`src/rtl/uart_rx_if.sv`:
```
// uart_rx_if: bundles the serial line and the received-byte outputs of uart_rx.
// The slave modport is the receiver side; the master modport is the line
// driver / byte consumer side. Optional parity support is selected with the
// UART_RX_PARITY_EN macro, which adds the parity_err signal.
interface uart_rx_if;
    logic       rx;
    logic [7:0] data;
    logic       rx_valid;
    logic       frame_err;
    logic       rx_busy;
`ifdef UART_RX_PARITY_EN
    logic       parity_err;
`endif

    modport master (
        output rx,
        input  data,
        input  rx_valid,
        input  frame_err,
        input  rx_busy
`ifdef UART_RX_PARITY_EN
        , input parity_err
`endif
    );

    modport slave (
        input  rx,
        output data,
        output rx_valid,
        output frame_err,
        output rx_busy
`ifdef UART_RX_PARITY_EN
        , output parity_err
`endif
    );
endinterface

```
`src/rtl/uart_rx.sv`:
```
// uart_rx: 8N1 UART receiver with mid-bit sampling and one-cycle result strobes.
// The line is double-flopped, a start bit is qualified at its centre, then each
// data bit and the stop bit are sampled one bit period apart. A low stop bit
// reports frame_err and waits for the line to return high before re-arming.
// Optional feature macro: UART_RX_PARITY_EN adds an even-parity bit between
// bit 7 and the stop bit, and a parity_err strobe.
module uart_rx #(
    parameter int BAUD_RATE   = 115_200,
    parameter int CLOCK_SPEED = 50_000_000,
    parameter int BAUD_WIDTH  = int'(CLOCK_SPEED / BAUD_RATE)
) (
    input  logic     clk,
    input  logic     rst,
    uart_rx_if.slave bus
);

    localparam int CW = $clog2(BAUD_WIDTH);
    localparam int HALF = BAUD_WIDTH / 2;
    localparam logic [CW-1:0] CNT_LAST = CW'(BAUD_WIDTH - 1);
    localparam logic [CW-1:0] CNT_HALF = CW'(HALF - 1);
    localparam logic [CW-1:0] CNT_ZERO = {CW{1'b0}};
    localparam logic [CW-1:0] CNT_ONE  = {{(CW-1){1'b0}}, 1'b1};

`ifdef UART_RX_PARITY_EN
    typedef enum logic [5:0] {
        IDLE      = 6'b000001,
        START     = 6'b000010,
        DATA      = 6'b000100,
        PARITY    = 6'b001000,
        STOP      = 6'b010000,
        WAIT_IDLE = 6'b100000
    } state_t;

    // Even parity holds when data bits plus parity bit contain an even count of ones.
    function automatic logic even_parity_ok(input logic [7:0] d, input logic p);
        return ~(^{d, p});
    endfunction
`else
    typedef enum logic [4:0] {
        IDLE      = 5'b00001,
        START     = 5'b00010,
        DATA      = 5'b00100,
        STOP      = 5'b01000,
        WAIT_IDLE = 5'b10000
    } state_t;
`endif

    logic          rx_meta_r;
    logic          rxs_r;
    state_t        state_r, state_s;
    logic [CW-1:0] cnt_r, cnt_s;
    logic [2:0]    bit_idx_r, bit_idx_s;
    logic [7:0]    shift_r, shift_s;
    logic [7:0]    data_r, data_s;
    logic          rx_valid_r, rx_valid_s;
    logic          frame_err_r, frame_err_s;
    logic          rx_busy_r, rx_busy_s;
`ifdef UART_RX_PARITY_EN
    logic          parity_r, parity_s;
    logic          parity_err_r, parity_err_s;
`endif

    // Two-flop synchroniser for the asynchronous line; idles high.
    always_ff @(posedge clk or posedge rst) begin
        if (rst) begin
            rx_meta_r <= 1'b1;
            rxs_r     <= 1'b1;
        end else begin
            rx_meta_r <= bus.rx;
            rxs_r     <= rx_meta_r;
        end
    end

    // State, counters, shift register and registered outputs.
    always_ff @(posedge clk or posedge rst) begin
        if (rst) begin
            state_r      <= IDLE;
            cnt_r        <= CNT_ZERO;
            bit_idx_r    <= 3'd0;
            shift_r      <= 8'h00;
            data_r       <= 8'h00;
            rx_valid_r   <= 1'b0;
            frame_err_r  <= 1'b0;
            rx_busy_r    <= 1'b0;
`ifdef UART_RX_PARITY_EN
            parity_r     <= 1'b0;
            parity_err_r <= 1'b0;
`endif
        end else begin
            state_r      <= state_s;
            cnt_r        <= cnt_s;
            bit_idx_r    <= bit_idx_s;
            shift_r      <= shift_s;
            data_r       <= data_s;
            rx_valid_r   <= rx_valid_s;
            frame_err_r  <= frame_err_s;
            rx_busy_r    <= rx_busy_s;
`ifdef UART_RX_PARITY_EN
            parity_r     <= parity_s;
            parity_err_r <= parity_err_s;
`endif
        end
    end

    // Next-state and next-output logic; the bit timer free-runs and wraps each bit period.
    always_comb begin
        state_s      = state_r;
        cnt_s        = (cnt_r == CNT_LAST) ? CNT_ZERO : (cnt_r + CNT_ONE);
        bit_idx_s    = bit_idx_r;
        shift_s      = shift_r;
        data_s       = data_r;
        rx_valid_s   = 1'b0;
        frame_err_s  = 1'b0;
`ifdef UART_RX_PARITY_EN
        parity_s     = parity_r;
        parity_err_s = 1'b0;
`endif
        case (state_r)
            IDLE: begin
                cnt_s = CNT_ZERO;
                if (!rxs_r) begin
                    state_s = START;
                end else begin
                    state_s = IDLE;
                end
            end
            START: begin
                // Start bit is re-checked at its centre to reject glitches.
                if (cnt_r == CNT_HALF) begin
                    cnt_s = CNT_ZERO;
                    if (rxs_r) begin
                        state_s = IDLE;
                    end else begin
                        state_s   = DATA;
                        bit_idx_s = 3'd0;
                    end
                end else begin
                    state_s = START;
                end
            end
            DATA: begin
                if (cnt_r == CNT_LAST) begin
                    shift_s   = {rxs_r, shift_r[7:1]};
                    bit_idx_s = bit_idx_r + 3'd1;
                    if (bit_idx_r == 3'd7) begin
`ifdef UART_RX_PARITY_EN
                        state_s = PARITY;
`else
                        state_s = STOP;
`endif
                    end else begin
                        state_s = DATA;
                    end
                end else begin
                    state_s = DATA;
                end
            end
`ifdef UART_RX_PARITY_EN
            PARITY: begin
                if (cnt_r == CNT_LAST) begin
                    parity_s = rxs_r;
                    state_s  = STOP;
                end else begin
                    state_s = PARITY;
                end
            end
`endif
            STOP: begin
                if (cnt_r == CNT_LAST) begin
                    if (rxs_r) begin
                        state_s = IDLE;
`ifdef UART_RX_PARITY_EN
                        if (even_parity_ok(shift_r, parity_r)) begin
                            data_s     = shift_r;
                            rx_valid_s = 1'b1;
                        end else begin
                            parity_err_s = 1'b1;
                        end
`else
                        data_s     = shift_r;
                        rx_valid_s = 1'b1;
`endif
                    end else begin
                        // Low stop bit: report and wait out a possible break.
                        frame_err_s = 1'b1;
                        state_s     = WAIT_IDLE;
                    end
                end else begin
                    state_s = STOP;
                end
            end
            WAIT_IDLE: begin
                cnt_s = CNT_ZERO;
                if (rxs_r) begin
                    state_s = IDLE;
                end else begin
                    state_s = WAIT_IDLE;
                end
            end
            default: begin
                state_s = IDLE;
                cnt_s   = CNT_ZERO;
            end
        endcase
        rx_busy_s = (state_s != IDLE);
    end

    assign bus.data       = data_r;
    assign bus.rx_valid   = rx_valid_r;
    assign bus.frame_err  = frame_err_r;
    assign bus.rx_busy    = rx_busy_r;
`ifdef UART_RX_PARITY_EN
    assign bus.parity_err = parity_err_r;
`endif

endmodule
```
`src/flat_wrapper.sv`:
```
// flat-port wrapper written by rule: the top's interface ports become plain ports
module uart_rx_flat 
#(
    parameter int BAUD_RATE   = 115_200,
    parameter int CLOCK_SPEED = 50_000_000,
    parameter int BAUD_WIDTH  = int'(CLOCK_SPEED / BAUD_RATE)
)
  (clk, rst, bus_rx, bus_data, bus_rx_valid, bus_frame_err, bus_rx_busy);
  uart_rx_if bus_i ();
  input  logic clk;
  input  logic rst;
  input wire logic [$bits(bus_i.rx)-1:0] bus_rx;
  output wire logic [$bits(bus_i.data)-1:0] bus_data;
  output wire logic [$bits(bus_i.rx_valid)-1:0] bus_rx_valid;
  output wire logic [$bits(bus_i.frame_err)-1:0] bus_frame_err;
  output wire logic [$bits(bus_i.rx_busy)-1:0] bus_rx_busy;
  assign bus_i.rx = bus_rx;
  assign bus_data = bus_i.data;
  assign bus_rx_valid = bus_i.rx_valid;
  assign bus_frame_err = bus_i.frame_err;
  assign bus_rx_busy = bus_i.rx_busy;
  uart_rx #(.BAUD_RATE(BAUD_RATE), .CLOCK_SPEED(CLOCK_SPEED), .BAUD_WIDTH(BAUD_WIDTH)) u_core (.clk(clk), .rst(rst), .bus(bus_i));
endmodule
```
`config.mk`:
```
export PLATFORM = sky130hd
export DESIGN_NAME = uart_rx_flat
export DESIGN_NICKNAME = d
export VERILOG_FILES = /design/src/rtl/uart_rx_if.sv /design/src/rtl/uart_rx.sv /design/src/flat_wrapper.sv
export SDC_FILE = /design/constraint.sdc
export NUM_CORES = 1
export LEC_CHECK = 0
export ABC_CLOCK_PERIOD_IN_PS = 2760
export BUFFER_PORTS_ARGS = -buffer_cell sky130_fd_sc_hd__buf_2
export CAP_MARGIN = 20
export CELL_PAD_IN_SITES_DETAIL_PLACEMENT = 1
export CELL_PAD_IN_SITES_GLOBAL_PLACEMENT = 1
export CORE_MARGIN = 1.5
export CORE_UTILIZATION = 47
export CTS_CLUSTER_DIAMETER = 200
export DETAILED_ROUTE_END_ITERATION = 10
export PLACE_DENSITY_LB_ADDON = 0.05
export SKIP_LAST_GASP = 1
export SYNTH_ARGS = -nofsm -noshare
export SYNTH_HDL_FRONTEND = slang
export SYNTH_SLANG_ARGS = --single-unit
```
`constraint.sdc`:
```
create_clock -name clk -period 2.76 [get_ports clk]
set_clock_uncertainty 0.2 [all_clocks]
set_input_delay 0.552 -clock clk [delete_from_list [all_inputs] [get_ports clk]]
set_output_delay 0.552 -clock clk [all_outputs]
set_load 0.01 [all_outputs]
```
==> results of run 1 <==
## routing by layer
layer,vias to the layer above,global-route usage,part of all wire
li1,544,-,-
met1,587,0.2334,0.45
met2,13,0.3258,0.51
met3,8,0.03750,0.021
met4,0,0.08967,0.021
met5,-,0,0
## report_power, final
group | internal, mW | total (mW) | switching [mW]
Combinational | 0.0644 | 0.144 | 0.0793
Clock | 0.188 | 0.368 | 0.180
Sequential | 0.589 | 0.625 | 0.0360
## layout make-up
| cell class | instances | area, um^2 | share of cell area |
|---|---|---|---|
| clock inverters | 3 | 40.04 | 0.02094 |
| clock buffers | 5 | 37.54 | 0.01963 |
| inverters | 7 | 26.28 | 0.01374 |
| well taps | 46 | 57.56 | 0.03010 |
| multi-input cells | 91 | 700.7 | 0.3665 |
| flip-flops and latches | 38 | 954.7 | 0.4993 |
| repair buffers | 17 | 95.09 | 0.04974 |
## layout by cell type, fill, tap and decap left out, types with 2 or more instances in the layout
cell and count:
a21oi_1 3, and2_1 2, buf_2 13, buf_4 4, clkbuf_4 5, clkinv_2 2, dfrtp_1 35, dfstp_2 3
ha_1 5, inv_1 7, mux2_2 16, mux2i_1 2, nand2_1 7, nand3_1 6, nand4_1 5, nor2_1 5
nor3_1 8, nor4_1 3, nor4b_1 2, xnor2_1 3, xor2_1 5
## tightest hold or removal path: stages
cell	delay, ns
buf_2	0.09
inv_1	0.04
buf_4	0.41
## flip-flops by register name, indices dropped and copies added, names as in the netlist
register              cells
u_core.cnt_r              9
u_core.bus.data           8
u_core.shift_r            8
u_core.state_r            5
u_core.bit_idx_r          3
u_core.bus.frame_err      1
u_core.bus.rx_busy        1
u_core.bus.rx_valid       1
u_core.rx_meta_r          1
u_core.rxs_r              1
## cells by family (layout without fill, tap and decap cells)
logic type      after synthesis  after routing  synth area share
xor+xnor                      8              8           0.04118
fa+ha+maj                     5              5           0.03676
buf+inv                      12             32           0.02721
compound gates               11             11           0.04706
mux                          18             18            0.1176
flops                        38             38            0.5610
simple gates                 49             49            0.1691
## final timing paths
check | endpoint | slack, ns | depth (start not counted)
max in group asynchronous | u_core.state_r[0]$_DFF_PP1_ | 1.91 | 3
worst min-delay path | u_core.cnt_r[2]$_DFF_PP0_ | 0.09 | 3
worst min register to register | u_core.rxs_r$_DFF_PP1_ | 0.16 | 0
min in group clk | u_core.rx_meta_r$_DFF_PP1_ | 0.09 | 1
worst max-delay path | u_core.bus.data[5]$_DFFE_PP0P_ | 0.55 | 4
worst max register to register | u_core.bus.data[5]$_DFFE_PP0P_ | 0.55 | 4
## metrics by stage
stage	power (mW)	hold slack, ns	std cells	util
2_1_floorplan	0.7254	0.1452	141	-
3_3_place_gp	0.7690	0.1460	199	0.5370
3_5_place_dp	0.7799	0.1475	199	0.5370
4_1_cts	1.153	0.07655	207	0.5597
5_1_grt	1.197	0.05627	207	0.5597
6_report	1.137	0.08903	207	0.5597
==> impl_metrics.toml, run 1 <==
[floorplan]
start_util = 0.4982
dieArea_mm2 = 0.003990
fp.coreArea_mm2 = 0.003416
pin_count = 14
row_count = 21
die_y_um = 63.17
die_w_um = 63.17

[power_and_ir_drop]
peakVddDrop_mv = 0.3882
p_per_area_mw_per_mm2 = 594.6
p_leak_nw = 0.9396

[cts]
root_buffer = "clkbuf_4"
ctsHoldBuffers = 0
post_cts_resized = 0
cts_tree = "built"
htree_levels = 2
clk_pin_slew_ns = 0.11
clk_path_buf_depth = 2
cts.sinks = 38
postCtsSetupRepairBufs = 0
clk_latency_ns = 0.35
cts_buffers = 5

[timing]
layout_min_cycle_time_ns = 2.209
setup_viol = 0
worst_slew_pin_slew_ns = 0.5076
rsz0062_at_grt = "no"
fin_ws_ns = 0.5515
maxSlewHeadroom = 0.6607
slew_violations = 0
min_period_over_period = 0.8002
final.setup.tns_ns = 0
finalHoldViolations = 0
fmax_mhz = 452.8

[detailed_routing]
dr.first_iter.drc_count = 49
dr.pass1.iters = 4
drc_errors = 0
antenna_left = 0
wl_per_cell_um = 16.20
routed_via_density = 5.565
via_count = 1152
wirelength_um = 3353

[yosys]
yosys_warnings = 0
ys_types = 39
synth.avg_cell_area_um2 = 12.07
yosysMostFrequentCell = "dfrtp_1"
ys.flop_type = "dfrtp_1"
synthesis.area_mm2 = 0.001702
yosysSeqAreaShare = 0.5610
synth_cells = 141
synth_nets = 149
synthArstFlopShare = 1.000
netlist_top_cells_area = "dfrtp_1, mux2_2, dfstp_2"
synth_common_cells = "dfrtp_1, mux2_2, nor3_1, inv_1, nand2_1"
synth_top_area_cell = "dfrtp_1"
synth_edf_count = 0
synth.top_cell.area_share = 0.5147
synth-seq-cells = 38

[setup_path]
cp-startpoint = "u_core.cnt_r[6]$_DFF_PP0_"
critical_path_class = "flip-flop to flip-flop"
r2r_start = "u_core.cnt_r[6]$_DFF_PP0_"
crit_slowest_cell = "dfrtp_1"
crit_family = "simple AND/OR/NAND/NOR gates"
crit_path_start_kind = "flip-flop"
slowest_delay_ns = 0.46
required_ns = 2.80
path_cells = "nor4bb_1 -> and2_0 -> nand3_1 -> mux2_2"
end_kind = "flip-flop"
crit_fanout = 11
critPathBufInv = 0
crit_arrival_ns = 2.25

[global_route]
grt_pass1_vias = 1249
grt_usage = 0.1911
grt_pass1_wl_um = 5789
antenna_found_initial = 0
grt-ovfl-total = 0
grt_max_degree = 39

[hold_path]
worstHoldPathType = "primary input to async pin"

[finish]
postLayoutCellArea_mm2 = 0.001912
n_fill_cell = 376
area_growth_pct = 12.35
fin_nets = 168
final_layout_size_suffix_gt1_frac = 0.2857
diodes = 0

[placement]
dp_hpwl_um = 2428
placed_area_mm2 = 0.001834
pre_cts_ws_ns = 0.5335
portBuffers = 13
place.gp.congestion = 0.7411

[run]
maxCapViolations = 0

[run_status]
status = "complete, no violations"
Power figures use the tool's default switching activity.
==> inputs of run 2 (changes only) <==
--- a/config.mk
+++ b/config.mk
@@ -5,7 +5,7 @@
 export SDC_FILE = /design/constraint.sdc
 export NUM_CORES = 1
 export LEC_CHECK = 0
-export ABC_CLOCK_PERIOD_IN_PS = 2760
+export ABC_CLOCK_PERIOD_IN_PS = 2100
 export BUFFER_PORTS_ARGS = -buffer_cell sky130_fd_sc_hd__buf_2
 export CAP_MARGIN = 20
 export CELL_PAD_IN_SITES_DETAIL_PLACEMENT = 1
==> constraint.sdc (replaced) <==
create_clock -name clk -period 2.1 [get_ports clk]
set_clock_uncertainty 0.2 [all_clocks]
set_input_delay 0.42 -clock clk [delete_from_list [all_inputs] [get_ports clk]]
set_output_delay 0.42 -clock clk [all_outputs]
set_load 0.01 [all_outputs]
==> run 2 against run 1 <==
Effect of this change:
- worst hold slack gained 0.082 ns
- critical path depth stayed put
- first-iteration DRC count decreased by 16%
- routed wire length increased by 6.8%
- maximum frequency rose by 8.8%
- power is 45% higher
- critical endpoint is now u_core.bit_idx_r[0]$_DFFE_PP0P_
- die area stayed put
- sequential cell count stayed put
- largest cell class unchanged
- critical path type unchanged
==> impl_metrics.toml, run 2 (synthesis gave the netlist of run 1 again) <==
[detailed_routing]
dr.first_iter.drc_count = 41
via_count = 1165
antenna_left = 0
wl_per_cell_um = 16.43
drc_errors = 0
routed_via_density = 5.344
dr.pass1.iters = 6
wirelength_um = 3582

[setup_path]
critical_path_class = "flip-flop to flip-flop"
crit_arrival_ns = 2.07
crit_path_start_kind = "flip-flop"
end_kind = "flip-flop"
required_ns = 2.14
crit_fanout = 7
ff2ff_path_depth = 4

[finish]
diodes = 0
final_cell_mix = "dfrtp_1, mux2_2, buf_2, buf_4, nor3_1"
final_layout_size_suffix_gt1_frac = 0.3430
final_common_cell = "dfrtp_1"
final_util = 0.6044
fin_nets = 179
regMostFlops = "u_core.cnt_r"
area_growth_pct = 21.32
largest_reg_flops = 9

[power_and_ir_drop]
internal-power_mw = 1.245
seqPwrFrac = 0.500
p_per_area_mw_per_mm2 = 798.8
peakVddDrop_mv = 0.4718
power_mw = 1.649
switching_power_mw = 0.4041
swShare = 0.2450
comb_power_share = 0.122
clock_power_share = 0.378
p_leak_nw = 1.014

[timing]
rsz0062_at_grt = "no"
layout_min_cycle_time_ns = 2.030
fin_worst_hold_slack_ns = 0.1707
fmax_mhz = 492.6
worst_slew_pin_slew_ns = 0.4567
maxSlewHeadroom = 0.6917
finalHoldViolations = 0
final.setup.tns_ns = 0
min_period_over_period = 0.9667
slew_violations = 0
setup_viol = 0

[run]
maxCapViolations = 0

[cts]
cts_tree = "built"
clk_path_buf_depth = 2
clk_latency_ns = 0.34
cts.sinks = 38
cts_buffers = 5
htree_levels = 2
root_buffer = "clkbuf_4"
clk_pin_slew_ns = 0.12

[global_route]
grt-ovfl-total = 0
antenna_found_initial = 0
grt_pass1_vias = 1312
grt_pass1_wl_um = 6313
grt_usage = 0.2057
grt_max_degree = 39

[floorplan]
start_util = 0.4982
die_w_um = 63.17
fp.coreArea_mm2 = 0.003416
dieArea_mm2 = 0.003990
pin_count = 14
die_y_um = 63.17
row_count = 21

[hold_path]
holdPathStages = 0
worstHoldPathType = "flip-flop to flip-flop"

[placement]
portBuffers = 13
place.gp.congestion = 0.8390
dp_hpwl_um = 2675

[run_status]
status = "complete, no violations"
-- run 2: worst paths after layout --
check | start | endpoint | slack (ns)
min in group asynchronous | rst | u_core.bus.frame_err$_DFF_PP0_ | 0.54
worst min register to register | u_core.rx_meta_r$_DFF_PP1_ | u_core.rxs_r$_DFF_PP1_ | 0.17
max in group asynchronous | rst | u_core.rxs_r$_DFF_PP1_ | 0.81
worst max register to register | u_core.state_r[0]$_DFF_PP1_ | u_core.bit_idx_r[0]$_DFFE_PP0P_ | 0.07
worst min-delay path | u_core.rx_meta_r$_DFF_PP1_ | u_core.rxs_r$_DFF_PP1_ | 0.17
worst max-delay path | u_core.state_r[0]$_DFF_PP1_ | u_core.bit_idx_r[0]$_DFFE_PP0P_ | 0.07
-- run 2: worst max-delay path, stage by stage, from the launching register on --
cell and delay, ns:
dfstp_2 0.42, or3_1 0.37, or4b_1 0.48, a22o_1 0.28, a21o_1 0.19
-- run 2: stage by stage --
stage                     setup WS [ns]  instances  area (um^2)
after detailed placement        0.01458        207         1907
after floorplan                 0.05806        141         1702
final                           0.07002        218         2064
after global placement          0.08382        207         1907
after global routing           0.005987        218         2064
after CTS                       0.01153        217         2033
-- run 2: repair_timing --
| action | 4_1_cts | 5_1_grt |
|---|---|---|
| hold buffers | 2 | 0 |
| resized for setup | 0 | 4 |
| endpoints found under the hold margin | 28 | 0 |
| pin swaps | 1 | 2 |
| endpoints found under the setup margin | 1 | 21 |
| setup buffers | 0 | 1 |
-- run 2: power groups by stage --
| stage | combinational [mW] | sequential (mW) | clock (mW) |
|---|---|---|---|
| after CTS | 0.200 | 0.822 | 0.638 |
| after detailed placement | 0.196 | 0.836 | 0 |
| after global placement | 0.190 | 0.827 | 0 |
| final | 0.201 | 0.825 | 0.623 |
| after global routing | 0.223 | 0.832 | 0.668 |
| after floorplan | 0.129 | 0.824 | 0 |
-- run 2: final cells by class --
type	instances	area, um^2
tap	46	57.56
clock buffer	5	37.54
inverter	7	26.28
timing repair buffer	28	195.2
clock inverter	3	68.82
multi-input combinational	91	724.4
fill	364	1351
sequential	38	954.7
-- run 2: layer usage --
metal / part of all wire / track usage
met2: 0.54 / 0.3737
met1: 0.43 / 0.2429
met4: 0.0061 / 0.04620
met5: 0 / 0
met3: 0.016 / 0.05536
